$ cat config.mk
export PLATFORM = sky130hd
export DESIGN_NAME = ad_bus_master_flat
export DESIGN_NICKNAME = d
export VERILOG_FILES = /design/src/rtl/ad_bus_pkg.sv /design/src/rtl/ad_bus_if.sv /design/src/rtl/ad_bus_master.sv /design/src/flat_wrapper.sv
export SDC_FILE = /design/constraint.sdc
export NUM_CORES = 1
export LEC_CHECK = 0
export BUFFER_PORTS_ARGS = -buffer_cell sky130_fd_sc_hd__buf_2
export CAP_MARGIN = 20
export CORE_MARGIN = 5
export CORE_UTILIZATION = 39
export CTS_CLUSTER_DIAMETER = 150
export DETAILED_ROUTE_END_ITERATION = 8
export GPL_TIMING_DRIVEN = 0
export SKIP_LAST_GASP = 1
export SLEW_MARGIN = 20
export SYNTH_ARGS = -nofsm -noshare
export SYNTH_HDL_FRONTEND = slang
export SYNTH_SLANG_ARGS = --single-unit
$ cat constraint.sdc
create_clock -name clk -period 2.8 [get_ports clk]
set_input_delay 0.56 -clock clk [delete_from_list [all_inputs] [get_ports clk]]
set_output_delay 0.56 -clock clk [all_outputs]
set_load 0.01 [all_outputs]
$ cat src/rtl/ad_bus_pkg.sv
// Shared widths, state encoding and phase-timing defaults for the multiplexed A/D bus master.
package ad_bus_pkg;

  localparam int DEF_ALE_CYCLES  = 1;
  localparam int DEF_WAIT_CYCLES = 2;
  localparam int CNT_W           = 4;
  localparam int ADDR_W          = 16;
  localparam int DATA_W          = 8;

  typedef logic [CNT_W-1:0] cnt_t;

  typedef enum logic [2:0] {
    IDLE,
    ADDR,
    HOLD,
    ACCESS,
    RECOVER
  } state_e;

  // Preload for a phase lasting n cycles; the counter runs down to zero.
  function automatic cnt_t phase_load(input int n);
    return cnt_t'(n - 1);
  endfunction

endpackage

$ cat src/rtl/ad_bus_if.sv
// Host request/response handshake plus the multiplexed address/data bus pins.
interface ad_bus_if;
  import ad_bus_pkg::*;

  logic              req_valid;
  logic              req_ready;
  logic              req_write;
  logic [ADDR_W-1:0] req_addr;
  logic [DATA_W-1:0] req_wdata;
  logic              rsp_valid;
  logic [DATA_W-1:0] rsp_rdata;
  logic [DATA_W-1:0] ad_out;
  logic              ad_oe;
  logic [DATA_W-1:0] ad_in;
  logic [DATA_W-1:0] a_hi;
  logic              ale;
  logic              rd_b;
  logic              wr_b;

  modport master (
    input  req_valid, req_write, req_addr, req_wdata, ad_in,
    output req_ready, rsp_valid, rsp_rdata, ad_out, ad_oe, a_hi, ale, rd_b, wr_b
  );

  modport slave (
    output req_valid, req_write, req_addr, req_wdata, ad_in,
    input  req_ready, rsp_valid, rsp_rdata, ad_out, ad_oe, a_hi, ale, rd_b, wr_b
  );

endinterface

$ cat src/rtl/ad_bus_master.sv
// Multiplexed A/D bus master: ALE address phase, address hold, timed RD/WR strobe, recovery.
// All bus outputs are registered so the pins never glitch between states.
module ad_bus_master
  import ad_bus_pkg::*;
#(
  parameter int ALE_CYCLES  = DEF_ALE_CYCLES,
  parameter int WAIT_CYCLES = DEF_WAIT_CYCLES
) (
  input  logic     clk,
  input  logic     rst_b,
  ad_bus_if.master bus
);

  localparam cnt_t ALE_LOAD  = phase_load(ALE_CYCLES);
  localparam cnt_t WAIT_LOAD = phase_load(WAIT_CYCLES + 1);

  state_e            state_q,     state_d;
  cnt_t              cnt_q,       cnt_d;
  logic              write_q,     write_d;
  logic [DATA_W-1:0] wdata_q,     wdata_d;
  logic              req_ready_q, req_ready_d;
  logic              rsp_valid_q, rsp_valid_d;
  logic [DATA_W-1:0] rsp_rdata_q, rsp_rdata_d;
  logic [DATA_W-1:0] ad_out_q,    ad_out_d;
  logic              ad_oe_q,     ad_oe_d;
  logic [DATA_W-1:0] a_hi_q,      a_hi_d;
  logic              ale_q,       ale_d;
  logic              rd_b_q,      rd_b_d;
  logic              wr_b_q,      wr_b_d;

  // Next-state and next-output logic; outputs are decoded for the state being entered.
  always_comb begin
    state_d     = state_q;
    cnt_d       = cnt_q;
    write_d     = write_q;
    wdata_d     = wdata_q;
    req_ready_d = req_ready_q;
    rsp_valid_d = 1'b0;
    rsp_rdata_d = rsp_rdata_q;
    ad_out_d    = ad_out_q;
    ad_oe_d     = ad_oe_q;
    a_hi_d      = a_hi_q;
    ale_d       = ale_q;
    rd_b_d      = rd_b_q;
    wr_b_d      = wr_b_q;

    unique case (state_q)
      IDLE: begin
        if (bus.req_valid) begin
          state_d     = ADDR;
          cnt_d       = ALE_LOAD;
          write_d     = bus.req_write;
          wdata_d     = bus.req_wdata;
          req_ready_d = 1'b0;
          ad_out_d    = bus.req_addr[DATA_W-1:0];
          a_hi_d      = bus.req_addr[ADDR_W-1:DATA_W];
          ad_oe_d     = 1'b1;
          ale_d       = 1'b1;
        end
      end
      ADDR: begin
        if (cnt_q == '0) begin
          state_d = HOLD;
          ale_d   = 1'b0;
        end else begin
          cnt_d = cnt_q - 1'b1;
        end
      end
      HOLD: begin
        state_d = ACCESS;
        cnt_d   = WAIT_LOAD;
        if (write_q) begin
          ad_out_d = wdata_q;
          wr_b_d   = 1'b0;
        end else begin
          ad_oe_d = 1'b0;
          rd_b_d  = 1'b0;
        end
      end
      ACCESS: begin
        if (cnt_q == '0) begin
          state_d     = RECOVER;
          rd_b_d      = 1'b1;
          wr_b_d      = 1'b1;
          rsp_valid_d = 1'b1;
          ad_oe_d     = write_q;
          // Read data is captured at the end of the final strobe-low cycle.
          if (!write_q) begin
            rsp_rdata_d = bus.ad_in;
          end
        end else begin
          cnt_d = cnt_q - 1'b1;
        end
      end
      RECOVER: begin
        state_d     = IDLE;
        req_ready_d = 1'b1;
        ad_oe_d     = 1'b0;
      end
      default: begin
        state_d     = IDLE;
        req_ready_d = 1'b1;
        ad_oe_d     = 1'b0;
        ale_d       = 1'b0;
        rd_b_d      = 1'b1;
        wr_b_d      = 1'b1;
      end
    endcase
  end

  always_ff @(posedge clk or negedge rst_b) begin
    if (!rst_b) begin
      state_q     <= IDLE;
      cnt_q       <= '0;
      write_q     <= 1'b0;
      wdata_q     <= '0;
      req_ready_q <= 1'b1;
      rsp_valid_q <= 1'b0;
      rsp_rdata_q <= '0;
      ad_out_q    <= '0;
      ad_oe_q     <= 1'b0;
      a_hi_q      <= '0;
      ale_q       <= 1'b0;
      rd_b_q      <= 1'b1;
      wr_b_q      <= 1'b1;
    end else begin
      state_q     <= state_d;
      cnt_q       <= cnt_d;
      write_q     <= write_d;
      wdata_q     <= wdata_d;
      req_ready_q <= req_ready_d;
      rsp_valid_q <= rsp_valid_d;
      rsp_rdata_q <= rsp_rdata_d;
      ad_out_q    <= ad_out_d;
      ad_oe_q     <= ad_oe_d;
      a_hi_q      <= a_hi_d;
      ale_q       <= ale_d;
      rd_b_q      <= rd_b_d;
      wr_b_q      <= wr_b_d;
    end
  end

  assign bus.req_ready = req_ready_q;
  assign bus.rsp_valid = rsp_valid_q;
  assign bus.rsp_rdata = rsp_rdata_q;
  assign bus.ad_out    = ad_out_q;
  assign bus.ad_oe     = ad_oe_q;
  assign bus.a_hi      = a_hi_q;
  assign bus.ale       = ale_q;
  assign bus.rd_b      = rd_b_q;
  assign bus.wr_b      = wr_b_q;

endmodule

$ cat src/flat_wrapper.sv
// flat-port wrapper written by rule: the top's interface ports become plain ports
module ad_bus_master_flat import ad_bus_pkg::*;
#(
  parameter int ALE_CYCLES  = DEF_ALE_CYCLES,
  parameter int WAIT_CYCLES = DEF_WAIT_CYCLES
)
  (clk, rst_b, bus_req_valid, bus_req_write, bus_req_addr, bus_req_wdata, bus_ad_in, bus_req_ready, bus_rsp_valid, bus_rsp_rdata, bus_ad_out, bus_ad_oe, bus_a_hi, bus_ale, bus_rd_b, bus_wr_b);
  ad_bus_if bus_i ();
  input  logic clk;
  input  logic rst_b;
  input wire logic [$bits(bus_i.req_valid)-1:0] bus_req_valid;
  input wire logic [$bits(bus_i.req_write)-1:0] bus_req_write;
  input wire logic [$bits(bus_i.req_addr)-1:0] bus_req_addr;
  input wire logic [$bits(bus_i.req_wdata)-1:0] bus_req_wdata;
  input wire logic [$bits(bus_i.ad_in)-1:0] bus_ad_in;
  output wire logic [$bits(bus_i.req_ready)-1:0] bus_req_ready;
  output wire logic [$bits(bus_i.rsp_valid)-1:0] bus_rsp_valid;
  output wire logic [$bits(bus_i.rsp_rdata)-1:0] bus_rsp_rdata;
  output wire logic [$bits(bus_i.ad_out)-1:0] bus_ad_out;
  output wire logic [$bits(bus_i.ad_oe)-1:0] bus_ad_oe;
  output wire logic [$bits(bus_i.a_hi)-1:0] bus_a_hi;
  output wire logic [$bits(bus_i.ale)-1:0] bus_ale;
  output wire logic [$bits(bus_i.rd_b)-1:0] bus_rd_b;
  output wire logic [$bits(bus_i.wr_b)-1:0] bus_wr_b;
  assign bus_i.req_valid = bus_req_valid;
  assign bus_i.req_write = bus_req_write;
  assign bus_i.req_addr = bus_req_addr;
  assign bus_i.req_wdata = bus_req_wdata;
  assign bus_i.ad_in = bus_ad_in;
  assign bus_req_ready = bus_i.req_ready;
  assign bus_rsp_valid = bus_i.rsp_valid;
  assign bus_rsp_rdata = bus_i.rsp_rdata;
  assign bus_ad_out = bus_i.ad_out;
  assign bus_ad_oe = bus_i.ad_oe;
  assign bus_a_hi = bus_i.a_hi;
  assign bus_ale = bus_i.ale;
  assign bus_rd_b = bus_i.rd_b;
  assign bus_wr_b = bus_i.wr_b;
  ad_bus_master #(.ALE_CYCLES(ALE_CYCLES), .WAIT_CYCLES(WAIT_CYCLES)) u_core (.clk(clk), .rst_b(rst_b), .bus(bus_i));
endmodule
==> metrics.md <==
| Metric | Value |
|---|---|
| Actual slew at the worst max-slew pin | 0.861 ns |
| Starting Density | 40.1% |
| Start point of the critical path | u_core.cnt_q[0] |
| Final estimated routing congestion in global placement | 0.740 |
| XOR/XNOR share of the synthesized area | 0.431% |
| Final worst setup slack | 0.617 ns |
| Mapped Nets | roughly 190 |
| Number of routed nets with antenna violations | 0 |
| Fraction of registers with async set/reset | 100% |
| Clock Path Buffers | 2 |
| WHS | around 0.25 ns |
| Multiplexer share of the synthesized area | 24.7% |
| Area share of and/or/nand/nor cells after synthesis | 9.05% |
| Initial antenna violation count | 0 |
| Die width | between 80 and 90 um |
| Setup repair bufs after CTS | 0 |
| Standard-cell row count | 26 |
| Largest family of logic cells by synthesized area | multiplexers |
| Max-slew headroom | 41.8% |
| Total track usage | 13.8% |
| Worst VDD drop | 0.547 mV |
| Max cap viols | 0 |
| Post-synth top area share | between 50 and 60% |
| Setup violations, final | 0 |
| Share of cells above drive strength 1 | 57.1% |
| Slowest CP cell | nor4_4 |
| Vert. Die Dim | approximately 80 um |
| Number of flops mapped to enable cells by yosys | 0 |
| # nets final | approximately 260 |
| Total CTS buffers | 5 |
| CTS Sinks | between 40 and 50 |
| DR iter-0 viols | 57 |
| # IOs | 66 |
| DRC violation count after routing | 0 |
| Hpwl dp | 3030 um |
| Vias/cell | roughly 4.8 |
| Via count | ~1400 |
| Worst setup EP type | flop |
| H-tree depth | 2 |
| Top cells by instance count after synthesis | dfrtp_1, mux2_2, inv_1 |
| Port bufs | 65 |
| Min-delay worst type | in -> async |
| Post-Syn Area | just over 0.002 mm2 |
| Launching point of the worst reg2reg path | u_core.cnt_q[0] |
| P_leak | between 1 and 1.5 nW |
| Final worst path period share | 77.9% |
| Core area | 0.00507 mm2 |
| Synth Register Bits | 46 |
| Number of iterations in the first detailed-routing pass | 4 |
| Clk_skew | 0.00824 ns |
| Yosys Warn Count | 0 |
| Worst Path Arrival | 2.37 ns |
| Count of pins over their slew limit | 0 |
| WL final | 4110 um |
| Top_reg_cell synth | dfrtp_1 |
| Routed WL per cell | 14.0 um |
| Most frequent cell after synthesis | dfrtp_1 |
| Status | finished, final reports clean |
| Crit path time final | 2.18 ns |
| Gr ovfl total | 0 |
| Crit Path Class | reg -> reg |
| Biggest area consumer among synthesized cells | dfrtp_1 |
| Complex-gate fraction of the synthesized area | around 4.8% |
| PD cells | 1100 mW/mm2 |
| CTS clk-pin slew, worst paths | 0.09 ns |
| Mapped Avg Cell Area | 13.5 um2 |
| CP Max Fanout | 8 |
| Critical Path Start Type | flop |
| Area Overhead vs Synth | 26.0% |
| # diodes | 0 |
| CTS tree | done |
| TNS Setup | 0 ns |
| Unique cell type count in the Yosys netlist | 34 |
| Largest cells by area after synthesis | dfrtp_1, mux2_2, dfstp_2 |
| Worst path buffer plus inverter count | 2 |
| FF-to-FF setup slack | 0.62 ns |
| First-pass GRT wire length | 7130 um |
| Worst-skew pair later-pin latency | ~0.29 ns |
| CTS Hold Bufs | 0 |
| FMAX | 458 MHz |
| Post-synthesis adder-cell area fraction | approximately 1.2% |
| CP max stage delay | 0.51 ns |
| Clk root buf | clkbuf_8 |
| Worst path cell trace | inv_1 > ha_1 > or3b_1 > buf_2 > nor4_4 > mux2_2 |
| Worst slack at placement | 0.607 ns |
| Post_cts resized | 0 |
| Final Hold Viols | 0 |
| Die area | 0.00676 mm2 |
| Sequential-to-total area share from yosys stat | 56.8% |
| Crit path max-delay family | simple AND/OR/NAND/NOR gates |
| Largest net degree at the start of global routing | 47 |
| Req. time, crit path | slightly below 3 ns |
| RSZ-0062 raised after global routing | false |
| Synthesized instance count | 151 |
| Vias in the first global route | 1513 |
==> power breakdown <==
| part | switching [W] | total (W) | internal, W |
|---|---|---|---|
| Combinational | 0.000542 | 0.00113 | 0.000589 |
| Clock | 0.000230 | 0.000498 | 0.000268 |
| Sequential | 0.000174 | 0.00118 | 0.00101 |
| Total | 0.000946 | 0.00281 | 0.00186 |
==> placed cells by master, fill, tap and decap left out, types with 3 or more instances in the layout <==
master    count
clkbuf_1      3
o21ai_0       5
dfrtp_1      43
nor2_1        4
buf_2        68
mux2i_1       4
mux2_2       41
or2_2         3
nor3_1        4
dfstp_2       3
inv_1         7
clkbuf_8      5
==> final cells by class <==
| class | instances | area, um2 |
|---|---|---|
| buffer | 8 | 35.0 |
| multi-input combinational | 90 | 817 |
| sequential | 46 | 1150 |
| inverter | 7 | 26.3 |
| fill | 503 | 2510 |
| clock buffer | 5 | 68.8 |
| tap | 70 | 87.6 |
| clock inverter | 3 | 43.8 |
| timing repair buffer | 65 | 328 |
==> metrics by stage <==
stage | std cells | instance area [um2] | utilization, % | power, W
2_1_floorplan | 151 | 2030 | - | 0.00195
3_3_place_gp | 286 | 2450 | 48.2 | 0.00233
3_5_place_dp | 286 | 2450 | 48.2 | 0.00235
4_1_cts | 294 | 2560 | 50.4 | 0.00286
5_1_grt | 294 | 2560 | 50.5 | 0.00306
6_report | 294 | 2560 | 50.5 | 0.00281
==> flip-flops by register name (all words and copies together), names as in the netlist <==
| signal | flops |
|---|---|
| u_core.bus.a_hi | 8 |
| u_core.bus.ad_out | 8 |
| u_core.write_q | 1 |
| u_core.bus.rsp_valid | 1 |
| u_core.wdata_q | 8 |
| u_core.bus.ad_oe | 1 |
| u_core.state_q | 3 |
| u_core.bus.rd_b | 1 |
| u_core.bus.ale | 1 |
| u_core.bus.rsp_rdata | 8 |
| u_core.bus.req_ready | 1 |
| u_core.bus.wr_b | 1 |
| u_core.cnt_q | 4 |
==> kinds of logic after synthesis <==
| kind of cell | Yosys count |
|---|---|
| AO/OA/AOI/OAI | 15 |
| XOR/XNOR | 1 |
| adder cells (fa/ha/maj) | 2 |
| AND/OR/NAND/NOR | 27 |
| flip-flops | 46 |
| multiplexers | 45 |
| buffers and inverters | 15 |
==> path summary, 6_finish.rpt <==
check / to / cells past startpoint
worst max-delay path: u_core.bus.rsp_rdata[5] / 6
worst min-delay path: u_core.bus.rsp_rdata[6] / 1
worst max register to register: u_core.bus.rsp_rdata[5] / 6
worst min register to register: u_core.bus.rd_b / 2
max in group asynchronous: u_core.wdata_q[0] / 1
min in group clk: u_core.write_q / 3
==> metal layers <==
metal  global-route usage, %  vias to the layer above  wire length [um]
met3                    4.56                        4               244
met5                       0                        -                 0
met2                    22.8                       34              2030
met1                    16.9                      695              1790
met4                    4.49                        0                44
li1                        -                      679                 -
No activity file was read; power rests on OpenSTA's default activity.
